File: src/rtl/sa_dma_pkg.sv
// sa_dma_pkg: shared types and constants for the dma_read / dma_write pair.
// Holds the FSM state enum and AXI encodings used by both engines.
package sa_dma_pkg;

  typedef enum logic [2:0] {
    ST_IDLE = 3'd0,
    ST_AR   = 3'd1,
    ST_R    = 3'd2,
    ST_AW   = 3'd3,
    ST_W    = 3'd4,
    ST_B    = 3'd5,
    ST_DONE = 3'd6
  } dma_state_e;

  localparam int         MAX_BURST     = 16;
  localparam int         PAGE_BYTES    = 4096;
  localparam logic [1:0] RESP_OKAY     = 2'b00;
  localparam logic [1:0] BURST_INCR    = 2'b01;
  localparam logic [3:0] CACHE_DEFAULT = 4'b0010;

endpackage

File: src/rtl/dma_read_skid.sv
// dma_read_skid: 2-entry skid buffer on the AXI R channel.
// Ports: i_clk/i_rst_n, i_valid/i_data/o_ready (in), o_valid/o_data/i_ready (out).
module dma_read_skid #(
  parameter int W = 35
) (
  input  logic         i_clk,
  input  logic         i_rst_n,
  input  logic         i_valid,
  input  logic [W-1:0] i_data,
  output logic         o_ready,
  output logic         o_valid,
  output logic [W-1:0] o_data,
  input  logic         i_ready
);

  logic [W-1:0] r_mem [2];
  logic         r_wp;
  logic         r_rp;
  logic [1:0]   r_cnt;
  logic         r_rdy;

  logic         w_push;
  logic         w_pop;
  logic [1:0]   w_cnt_nx;

  assign w_push  = i_valid & r_rdy;
  assign w_pop   = (r_cnt != 2'd0) & i_ready;
  assign o_valid = (r_cnt != 2'd0);
  assign o_data  = r_mem[r_rp];
  assign o_ready = r_rdy;

  always_comb begin
    w_cnt_nx = r_cnt;
    if (w_push && !w_pop) w_cnt_nx = r_cnt + 2'd1;
    if (!w_push && w_pop) w_cnt_nx = r_cnt - 2'd1;
  end

  // ready is registered: it drops only once the next count is full,
  // so a steady push+pop stream at count 1 never stalls
  always_ff @(posedge i_clk or negedge i_rst_n) begin
    if (!i_rst_n) begin
      r_mem[0] <= '0;
      r_mem[1] <= '0;
      r_wp     <= 1'b0;
      r_rp     <= 1'b0;
      r_cnt    <= 2'd0;
      r_rdy    <= 1'b0;
    end else begin
      if (w_push) begin
        r_mem[r_wp] <= i_data;
        r_wp        <= ~r_wp;
      end
      if (w_pop) r_rp <= ~r_rp;
      r_cnt <= w_cnt_nx;
      r_rdy <= (w_cnt_nx != 2'd2);
    end
  end

endmodule

File: src/rtl/dma_read.sv
// dma_read: AXI4 read DMA streaming a byte range out as data beats.
// Ports: ACLK/ARESETN; i_start/i_base_addr/i_byte_len control;
//   o_busy/o_done/o_error status; o_data/o_valid/i_ready stream;
//   M_AXI_AR* address channel, M_AXI_R* data channel.
// Option: define DMA_READ_SKID_EN to put a 2-entry skid buffer on R.
module dma_read
  import sa_dma_pkg::*;
#(
  parameter int C_M_AXI_ID_WIDTH   = 1,
  parameter int C_M_AXI_ADDR_WIDTH = 32,
  parameter int C_M_AXI_DATA_WIDTH = 32,
  parameter int C_M_AXI_USER_WIDTH = 1
) (
  input  logic                          ACLK,
  input  logic                          ARESETN,
  input  logic                          i_start,
  input  logic [31:0]                   i_base_addr,
  input  logic [31:0]                   i_byte_len,
  output logic                          o_busy,
  output logic                          o_done,
  output logic                          o_error,
  output logic [C_M_AXI_DATA_WIDTH-1:0] o_data,
  output logic                          o_valid,
  input  logic                          i_ready,
  output logic [C_M_AXI_ID_WIDTH-1:0]   M_AXI_ARID,
  output logic [C_M_AXI_ADDR_WIDTH-1:0] M_AXI_ARADDR,
  output logic [7:0]                    M_AXI_ARLEN,
  output logic [2:0]                    M_AXI_ARSIZE,
  output logic [1:0]                    M_AXI_ARBURST,
  output logic                          M_AXI_ARLOCK,
  output logic [3:0]                    M_AXI_ARCACHE,
  output logic [2:0]                    M_AXI_ARPROT,
  output logic [3:0]                    M_AXI_ARQOS,
  output logic [C_M_AXI_USER_WIDTH-1:0] M_AXI_ARUSER,
  output logic                          M_AXI_ARVALID,
  input  logic                          M_AXI_ARREADY,
  input  logic [C_M_AXI_ID_WIDTH-1:0]   M_AXI_RID,
  input  logic [C_M_AXI_DATA_WIDTH-1:0] M_AXI_RDATA,
  input  logic [1:0]                    M_AXI_RRESP,
  input  logic                          M_AXI_RLAST,
  input  logic [C_M_AXI_USER_WIDTH-1:0] M_AXI_RUSER,
  input  logic                          M_AXI_RVALID,
  output logic                          M_AXI_RREADY
);

  localparam int AW    = C_M_AXI_ADDR_WIDTH;
  localparam int DW    = C_M_AXI_DATA_WIDTH;
  localparam int BYTES = DW / 8;
  localparam int LOG   = $clog2(BYTES);

  dma_state_e        r_state;
  dma_state_e        w_state_nx;

  logic              r_start_q;
  logic              r_start_qq;
  logic [AW-1:0]     r_addr;
  logic [31:0]       r_remain;
  logic [4:0]        r_len;
  logic [4:0]        r_cnt;
  logic              r_error;

  logic              w_start_edge;
  logic [31:0]       w_beats;
  logic [12:0]       w_to4k;
  logic [4:0]        w_blen;
  logic              w_ar;
  logic              w_in_r;
  logic              w_fire;
  logic              w_last_beat;
  logic              w_out_valid;
  logic [DW-1:0]     w_out_data;
  logic [1:0]        w_out_resp;
  logic              w_out_last;
  logic              w_unused;

  assign w_unused = ^{M_AXI_RID, M_AXI_RUSER};

  assign w_start_edge = r_start_q & ~r_start_qq;
  assign w_beats = 32'(({1'b0, i_byte_len} + 33'(BYTES - 1)) >> LOG);

  // beats left before the 4 KB page ends; bursts never cross it
  assign w_to4k =
    (13'(PAGE_BYTES) - {1'b0, r_addr[11:0]}) >> LOG;

  always_comb begin
    w_blen = 5'(MAX_BURST);
    if (r_remain < 32'(MAX_BURST)) w_blen = r_remain[4:0];
    if ({19'd0, w_to4k} < {27'd0, w_blen}) w_blen = w_to4k[4:0];
  end

  assign w_ar        = (r_state == ST_AR);
  assign w_in_r      = (r_state == ST_R);
  assign w_fire      = w_out_valid & i_ready;
  assign w_last_beat = (r_cnt == r_len - 5'd1);

  assign M_AXI_ARID    = '0;
  assign M_AXI_ARUSER  = '0;
  assign M_AXI_ARADDR  = r_addr;
  assign M_AXI_ARLEN   = w_ar ? 8'(w_blen - 5'd1) : 8'd0;
  assign M_AXI_ARSIZE  = 3'(LOG);
  assign M_AXI_ARBURST = BURST_INCR;
  assign M_AXI_ARLOCK  = 1'b0;
  assign M_AXI_ARCACHE = CACHE_DEFAULT;
  assign M_AXI_ARPROT  = 3'd0;
  assign M_AXI_ARQOS   = 4'd0;
  assign M_AXI_ARVALID = w_ar;

`ifdef DMA_READ_SKID_EN
  localparam int SKW = DW + 3;

  logic           w_sk_rdy;
  logic           w_sk_vld;
  logic [SKW-1:0] w_sk_q;

  dma_read_skid #(
    .W (SKW)
  ) u_skid (
    .i_clk   (ACLK),
    .i_rst_n (ARESETN),
    .i_valid (w_in_r & M_AXI_RVALID),
    .i_data  ({M_AXI_RLAST, M_AXI_RRESP, M_AXI_RDATA}),
    .o_ready (w_sk_rdy),
    .o_valid (w_sk_vld),
    .o_data  (w_sk_q),
    .i_ready (w_in_r & i_ready)
  );

  assign M_AXI_RREADY = w_in_r & w_sk_rdy;
  assign w_out_valid  = w_in_r & w_sk_vld;
  assign {w_out_last, w_out_resp, w_out_data} = w_sk_q;
`else
  assign M_AXI_RREADY = w_in_r & i_ready;
  assign w_out_valid  = w_in_r & M_AXI_RVALID;
  assign w_out_data   = M_AXI_RDATA;
  assign w_out_resp   = M_AXI_RRESP;
  assign w_out_last   = M_AXI_RLAST;
`endif

  assign o_valid = w_out_valid;
  assign o_data  = w_in_r ? w_out_data : '0;
  assign o_busy  = w_ar | w_in_r;
  assign o_done  = (r_state == ST_DONE);
  assign o_error = r_error;

  always_ff @(posedge ACLK or negedge ARESETN) begin
    if (!ARESETN) r_state <= ST_IDLE;
    else          r_state <= w_state_nx;
  end

  always_comb begin
    w_state_nx = r_state;
    unique case (r_state)
      ST_IDLE: begin
        if (w_start_edge)
          w_state_nx = (w_beats == 32'd0) ? ST_DONE : ST_AR;
      end
      ST_AR: begin
        if (M_AXI_ARREADY) w_state_nx = ST_R;
      end
      ST_R: begin
        if (w_fire && w_last_beat)
          w_state_nx = (r_remain == {27'd0, r_len}) ? ST_DONE : ST_AR;
      end
      ST_DONE: w_state_nx = ST_IDLE;
      default: w_state_nx = ST_IDLE;
    endcase
  end

  always_ff @(posedge ACLK or negedge ARESETN) begin
    if (!ARESETN) begin
      r_start_q  <= 1'b0;
      r_start_qq <= 1'b0;
      r_addr     <= '0;
      r_remain   <= 32'd0;
      r_len      <= 5'd0;
      r_cnt      <= 5'd0;
      r_error    <= 1'b0;
    end else begin
      r_start_q  <= i_start;
      r_start_qq <= r_start_q;
      if (r_state == ST_IDLE && w_start_edge) begin
        r_addr   <= AW'(i_base_addr & ~32'(BYTES - 1));
        r_remain <= w_beats;
        r_cnt    <= 5'd0;
        r_error  <= 1'b0;
      end
      if (w_ar && M_AXI_ARREADY) begin
        r_len <= w_blen;
        r_cnt <= 5'd0;
      end
      if (w_in_r && w_fire) begin
        // errors are sticky but the burst keeps draining
        if (w_out_resp != RESP_OKAY || w_out_last != w_last_beat)
          r_error <= 1'b1;
        if (w_last_beat) begin
          r_cnt    <= 5'd0;
          r_remain <= r_remain - {27'd0, r_len};
          r_addr   <= r_addr + (AW'(r_len) << LOG);
        end else begin
          r_cnt <= r_cnt + 5'd1;
        end
      end
    end
  end

endmodule
File: config.mk
export PLATFORM = sky130hd
export DESIGN_NAME = dma_read
export DESIGN_NICKNAME = d
export VERILOG_FILES = /design/src/rtl/sa_dma_pkg.sv /design/src/rtl/dma_read_skid.sv /design/src/rtl/dma_read.sv
export SDC_FILE = /design/constraint.sdc
export NUM_CORES = 1
export LEC_CHECK = 0
export CORE_MARGIN = 1.5
export CORE_UTILIZATION = 51
export DETAILED_ROUTE_END_ITERATION = 10
export HOLD_SLACK_MARGIN = 0.03
export PLACE_DENSITY = 0.87
export SYNTH_ARGS = -nofsm -noshare
export SYNTH_HDL_FRONTEND = slang
export SYNTH_SLANG_ARGS = --single-unit
File: constraint.sdc
create_clock -name ACLK -period 8.1 [get_ports ACLK]
set_input_delay 0.81 -clock ACLK [delete_from_list [all_inputs] [get_ports ACLK]]
set_output_delay 0.81 -clock ACLK [all_outputs]
set_load 0.02 [all_outputs]
==> impl_metrics.env, run 1 <==
export IMPL_period_needed_ps=6060
export IMPL_synth_yosys_seq_area_share_pct=31.4
export IMPL_antenna_found_initial=0
export IMPL_cp_required_ps=7290
export IMPL_grt_util_met1_pct=37.9
export IMPL_syn_inst=794
export IMPL_reg2reg_slack_ps=4080
export IMPL_ioPinCount=204
export IMPL_hold_path_end="r_start_qq$_DFF_PN0_"
export IMPL_globalplace_congestion=0.902
export IMPL_synthFlopType="dfrtp_1"
export IMPL_grt_pass1_vias=6197
export IMPL_swShare_pct=44.9
export IMPL_rows=40
export IMPL_drc_errors=0
export IMPL_path_common_cell="a21o_1"
export IMPL_power_density_nw_per_um2=323
export IMPL_num_antenna_cells=0
export IMPL_drtIter0Drc=691
export IMPL_slew_viol_final=0
export IMPL_synth_cell_types=71
export IMPL_vias=6648
export IMPL_cp_start_kind="flop"
export IMPL_area_growth_pct=33.2
export IMPL_critical_path_max_stage_delay_ps=670
export IMPL_worstSetupStartpoint="r_remain[27]$_DFF_PN0_"
export IMPL_hp_start="r_start_q$_DFF_PN0_"
export IMPL_critPathSlowestCell="clkdlybuf4s50_1"
export IMPL_grt_setup_unrepaired="no"
export IMPL_critical_path_top_delay_family="simple AND/OR/NAND/NOR gates"
export IMPL_ff2ff_path_depth=13
export IMPL_cts_tree="done"
export IMPL_drive_gt1_share_pct=4.50
export IMPL_cp_max_fo=9
export IMPL_final_cell_mix="clkdlybuf4s50_1, nor2_1, dfrtp_1"
export IMPL_nFillCells=988
export IMPL_p_leak_nw=3.29
export IMPL_cts_max_level=3
export IMPL_arrival_ps=5250
export IMPL_power_frac_comb_pct=55.0
export IMPL_post_cts_setup_buffers=0
export IMPL_cts_buffer_depth=2
export IMPL_avgSynthCellArea_um2=8.03
export IMPL_drt_vias_per_instance=5.91
export IMPL_peakVddDrop_mv=0.126
export IMPL_crit_chain="or4_4, nor4_4, nand3_2, nor3_4, nand2_1, ha_1, a21o_1, a21o_1, a221oi_1, nor2b_1, o21a_1, or3b_1, a21oi_1, clkdlybuf4s50_1"
export IMPL_finalWirelength_mm=19.0
export IMPL_path_buf_inv=1
export IMPL_end_kind="primary output"
export IMPL_wl_per_cell_um=16.9
export IMPL_top_usage_layer="met2"
export IMPL_nets=1076
export IMPL_final_hold_violation_count=0
export IMPL_die_y_um=115
export IMPL_gr_total_overflow=0
export IMPL_cts_resized=0
export IMPL_p_int_w=0.00151
export IMPL_synth_area_um2=6370
export IMPL_fin_util_pct=70.1
export IMPL_maxCapViolations=0
export IMPL_gr_usage_all_layers_pct=28.8
export IMPL_ctsRootBufferMaster="clkbuf_16"
export IMPL_fin_crit_sh_pct=74.8
export IMPL_path_clk_slew_ps=60
export IMPL_status="finished clean"
export IMPL_fmax_mhz=165
export IMPL_ant_nets=0
export IMPL_worst_pin_slew_ps=1070
export IMPL_seq_power_share_pct=29.7
export IMPL_initial_utilization_pct=52.6
export IMPL_cts_hold_buf=0
export IMPL_whs_path_depth=0
export IMPL_rr_endpoint="r_len[3]$_DFFE_PN0P_"
export IMPL_setup_tns_ps=0
export IMPL_use_met2_pct=49.0
export IMPL_use_met3_pct=4.38
export IMPL_finClkSkew_ps=9.11
export IMPL_hp_class="flop to flop"
export IMPL_die_area_um2=13200
export IMPL_clock_power_share_pct=15.4
export IMPL_layout_commonest_cell="clkdlybuf4s50_1"
export IMPL_grt_pass1_wl_mm=30.5
export IMPL_dpl_hpwl_mm=13.7
export IMPL_grt_max_degree=81
export IMPL_yosysWarnings=0
export IMPL_rr_startpoint="r_remain[27]$_DFF_PN0_"
export IMPL_ys_ff_latch=80
export IMPL_finalSetupViolCount=0
export IMPL_firstDrtPassIters=7
export IMPL_p_switching_w=0.00123
export IMPL_cts_sinks=80
export IMPL_coreArea_um2=12100
export IMPL_path_class="flop to primary output"
export IMPL_io_buffers=180
export IMPL_async_flop_share_pct=100
export IMPL_synth_edf_count=0
export IMPL_die_x_um=115
export IMPL_cts_made_buffers=9
export IMPL_clk_latency_ps=340
export IMPL_slew_headroom_pct=28.2
## cell usage after synthesis, types with 6 or more instances
cell type,count,area [um^2]
buf_2,6,30.0
nand2_1,63,236
a21oi_1,55,275
inv_1,19,71.3
a211oi_1,28,210
nor4_1,12,75.1
and2_1,43,269
a21o_1,9,67.6
a311oi_1,11,96.3
dfrtp_1,80,2000
and3_1,20,125
o21a_1,8,60.1
nor2_1,99,372
and4_1,6,52.6
o21ai_0,34,170
o211ai_1,9,67.6
nand3_1,28,140
nand4_1,14,87.6
clkbuf_1,26,97.6
xnor2_1,29,254
ha_1,16,200
a221oi_1,6,52.6
nor3_1,29,145
xor2_1,21,184
buf_4,21,158
mux2i_1,6,60.1
## area by class of cell
cell class / instances / area (um^2) / share of cell area (%)
Multi-Input combinational cell: 656 / 4070 / 47.9
Clock buffer: 11 / 253 / 2.98
Tap cell: 168 / 210 / 2.48
Inverter: 19 / 71.3 / 0.840
Timing Repair Buffer: 185 / 1840 / 21.6
Clock inverter: 5 / 53.8 / 0.634
Sequential cell: 80 / 2000 / 23.6
## sequential cells by signal (all words and copies together) (netlist names)
register      cells
M_AXI_ARADDR     32
r_cnt             5
r_remain         32
r_start_qq        1
o_error           1
r_len             5
r_state           3
r_start_q         1
## through the flow
step	hold slack [ps]	power, W	setup WS, ps	std cells	area, um^2
CTS	416	0.00273	2130	1124	8490
finish	412	0.00274	2040	1124	8490
floorplan	366	0.00174	3200	811	6440
global placement	395	0.00225	2660	1108	8190
global route	428	0.00293	1900	1124	8490
detailed placement	403	0.00229	2550	1108	8190
## power groups by stage
stage / Combinational [W] / Sequential, W / Clock (W)
2_1_floorplan: 0.000896 / 0.000842 / 0
3_3_place_gp: 0.00145 / 0.000799 / 0
3_5_place_dp: 0.00148 / 0.000809 / 0
4_1_cts: 0.00150 / 0.000805 / 0.000421
5_1_grt: 0.00164 / 0.000842 / 0.000440
6_report: 0.00151 / 0.000814 / 0.000421
## worst max path at each step
stage                     cells past startpoint        endpoint  slack [ps]
final                                        14  M_AXI_ARLEN[6]        2040
after global routing                         14  M_AXI_ARLEN[6]        1900
after CTS                                    14  M_AXI_ARLEN[6]        2130
after detailed placement                     14  M_AXI_ARLEN[6]        2550
after global placement                       14  M_AXI_ARLEN[7]        2660
after floorplan                              14  M_AXI_ARLEN[6]        3200
## logic make-up after synthesis
group	count (synthesis)	share of synthesized area [%]
other	2	0.118
AND/OR/NAND/NOR	355	29.1
XOR/XNOR	50	6.87
buffers and inverters	75	5.89
flip-flops	80	31.4
AO/OA/AOI/OAI	207	21.8
adder cells (fa/ha/maj)	18	3.77
multiplexers	7	1.12
## routing by layer
metal / routed length (um) / vias up
met4: 442 / 0
li1: - / 3195
met3: 1340 / 49
met2: 9270 / 313
met5: 0 / -
met1: 7920 / 3091
No activity file was read; power rests on OpenSTA's default activity.
==> run 2, diff against run 1 <==
--- a/config.mk
+++ b/config.mk
@@ -6,10 +6,10 @@
 export NUM_CORES = 1
 export LEC_CHECK = 0
 export CORE_MARGIN = 1.5
-export CORE_UTILIZATION = 51
+export CORE_UTILIZATION = 48
 export DETAILED_ROUTE_END_ITERATION = 10
 export HOLD_SLACK_MARGIN = 0.03
-export PLACE_DENSITY = 0.87
+export PLACE_DENSITY = 0.83
 export SYNTH_ARGS = -nofsm -noshare
 export SYNTH_HDL_FRONTEND = slang
 export SYNTH_SLANG_ARGS = --single-unit
==> constraint.sdc (replaced) <==
create_clock -name ACLK -period 6.2 [get_ports ACLK]
set_input_delay 0.62 -clock ACLK [delete_from_list [all_inputs] [get_ports ACLK]]
set_output_delay 0.62 -clock ACLK [all_outputs]
set_load 0.02 [all_outputs]
==> run 2 against run 1 <==
Net effect: global-route usage down 2.1 points; via count down 1.1%; die area grew 6.1%; clock skew is 1.5 ps lower; first-iteration DRC count shrank 8.7%; critical endpoint is now M_AXI_ARLEN[7]; highest routed layer unchanged.
==> impl_metrics.env, run 2 (synthesized netlist as in run 1, its figures left out) <==
export IMPL_status="finished clean"
export IMPL_power_density_nw_per_um2=425
export IMPL_rows=41
export IMPL_drt_vias_per_instance=5.83
export IMPL_multiInputGateArea_um2=4070
export IMPL_cts_buffer_depth=2
export IMPL_initial_utilization_pct=49.9
export IMPL_dpl_hpwl_mm=13.8
export IMPL_rr_startpoint="r_remain[27]$_DFF_PN0_"
export IMPL_maxCapViolations=0
export IMPL_area_growth_pct=33.8
export IMPL_cp_required_ps=5580
export IMPL_path_depth=14
export IMPL_post_cts_setup_buffers=0
export IMPL_finalInstanceArea_um2=8530
export IMPL_grt_util_met1_pct=34.7
export IMPL_drive_gt1_share_pct=4.39
export IMPL_fin_crit_sh_pct=92.6
export IMPL_antenna_found_initial=0
export IMPL_use_met3_pct=3.67
export IMPL_ff2ff_path_depth=13
export IMPL_grt_pass1_wl_mm=30.9
export IMPL_ant_nets=0
export IMPL_crit_path_end="M_AXI_ARLEN[7]"
export IMPL_post_dp_cell_area_um2=8190
export IMPL_period_needed_ps=5740
export IMPL_hp_class="flop to flop"
export IMPL_io_buffers=180
export IMPL_path_buf_inv=1
export IMPL_top_usage_layer="met2"
export IMPL_critical_path_top_delay_family="simple AND/OR/NAND/NOR gates"
export IMPL_cp_start_kind="flop"
export IMPL_end_kind="primary output"
export IMPL_wl_per_cell_um=16.7
export IMPL_path_common_cell="a21o_1"
export IMPL_grt_setup_unrepaired="no"
export IMPL_finClkSkew_ps=7.62
export IMPL_vias=6574
export IMPL_cts_made_buffers=9
export IMPL_path_clk_slew_ps=60
export IMPL_grt_pass1_vias=6279
export IMPL_nFillCells=1089
export IMPL_arrival_ps=5120
export IMPL_die_x_um=118
export IMPL_num_antenna_cells=0
export IMPL_die_area_um2=14000
export IMPL_finalWirelength_mm=18.8
export IMPL_layout_commonest_cell="clkdlybuf4s50_1"
export IMPL_crit_chain="or4_4, nor4_4, nand3_2, nor3_4, nand2_1, ha_1, a21o_1, a21o_1, a221oi_1, nor2b_1, o21a_1, or3b_1, a21oi_1, clkdlybuf4s50_1"
export IMPL_slew_headroom_pct=20.2
export IMPL_globalplace_congestion=0.861
export IMPL_fmax_mhz=174
export IMPL_peakVddDrop_mv=0.186
export IMPL_drtIter0Drc=631
export IMPL_critPathSlowestCell="clkdlybuf4s50_1"
export IMPL_gr_total_overflow=0
export IMPL_use_met2_pct=46.1
export IMPL_ctsRootBufferMaster="clkbuf_16"
export IMPL_register_area_um2=2000
export IMPL_critical_path_max_stage_delay_ps=670
export IMPL_finalSetupViolCount=0
export IMPL_clk_latency_ps=330
export IMPL_gr_usage_all_layers_pct=26.7
export IMPL_coreArea_um2=12800
export IMPL_p_leak_nw=3.30
export IMPL_slew_viol_final=0
export IMPL_reg2reg_slack_ps=2270
export IMPL_worst_pin_slew_ps=1190
export IMPL_cts_max_level=3
export IMPL_cts_hold_buf=0
export IMPL_grt_max_degree=81
export IMPL_ioPinCount=204
export IMPL_final_cell_mix="clkdlybuf4s50_1, nor2_1, dfrtp_1"
export IMPL_path_class="flop to primary output"
export IMPL_die_y_um=118
export IMPL_firstDrtPassIters=5
export IMPL_cts_resized=0
export IMPL_nets=1076
export IMPL_cts_tree="done"
export IMPL_final_hold_violation_count=0
export IMPL_cts_sinks=80
export IMPL_setup_tns_ps=0
export IMPL_drc_errors=0
export IMPL_rr_endpoint="r_len[3]$_DFFE_PN0P_"
export IMPL_power_w=0.00362
export IMPL_cp_max_fo=9
export IMPL_worstSetupStartpoint="r_remain[27]$_DFF_PN0_"
run 2: metrics by stage:
stage	std cells	utilization, %	setup slack [ps]	hold WS [ps]
6_report	1128	66.8	457	412
5_1_grt	1128	66.8	199	427
4_1_cts	1128	66.8	472	408
3_5_place_dp	1112	64.1	846	395
3_3_place_gp	1112	64.1	982	397
2_1_floorplan	811	-	1490	324
run 2: power breakdown:
group / total (W) / internal, W / switching, W / leakage, nW
registers: 0.00106 / 0.000747 / 0.000314 / 0.925
logic: 0.00196 / 0.000894 / 0.00106 / 2.21
clock network: 0.000605 / 0.000392 / 0.000213 / 0.162
run 2: routing by layer:
layer / up-vias / part of all wire (%)
li1: 3190 / -
met1: 3117 / 44
met2: 243 / 50
met3: 24 / 5.1
met5: - / 0
met4: 0 / 1.4
run 2: final cells by class:
cell class,instances,area share (%)
clock buffer,10,2.69
multi-input combinational,656,47.7
tap,172,2.52
inverter,19,0.836
timing repair buffer,185,21.5
sequential,80,23.5
clock inverter,6,1.26
run 2: how the worst min path moves through the flow:
stage	from	endpoint	depth (start not counted)
floorplan	ARESETN	M_AXI_ARADDR[0]$_DFFE_PN0P_	0
global placement	r_start_q$_DFF_PN0_	r_start_qq$_DFF_PN0_	0
detailed placement	r_start_q$_DFF_PN0_	r_start_qq$_DFF_PN0_	0
CTS	r_start_q$_DFF_PN0_	r_start_qq$_DFF_PN0_	0
global route	r_start_q$_DFF_PN0_	r_start_qq$_DFF_PN0_	0
finish	r_start_q$_DFF_PN0_	r_start_qq$_DFF_PN0_	0
run 2: worst register-to-register path: stages, from the launching register on:
cell	delay (ps)
dfrtp_1	400
or4_4	570
nor4_4	180
nand3_2	190
nor3_4	360
nand2_1	110
ha_1	300
a21o_1	160
a21o_1	170
a221oi_1	440
nor2b_1	280
and2b_1	280
a22oi_1	250
a21oi_1	100
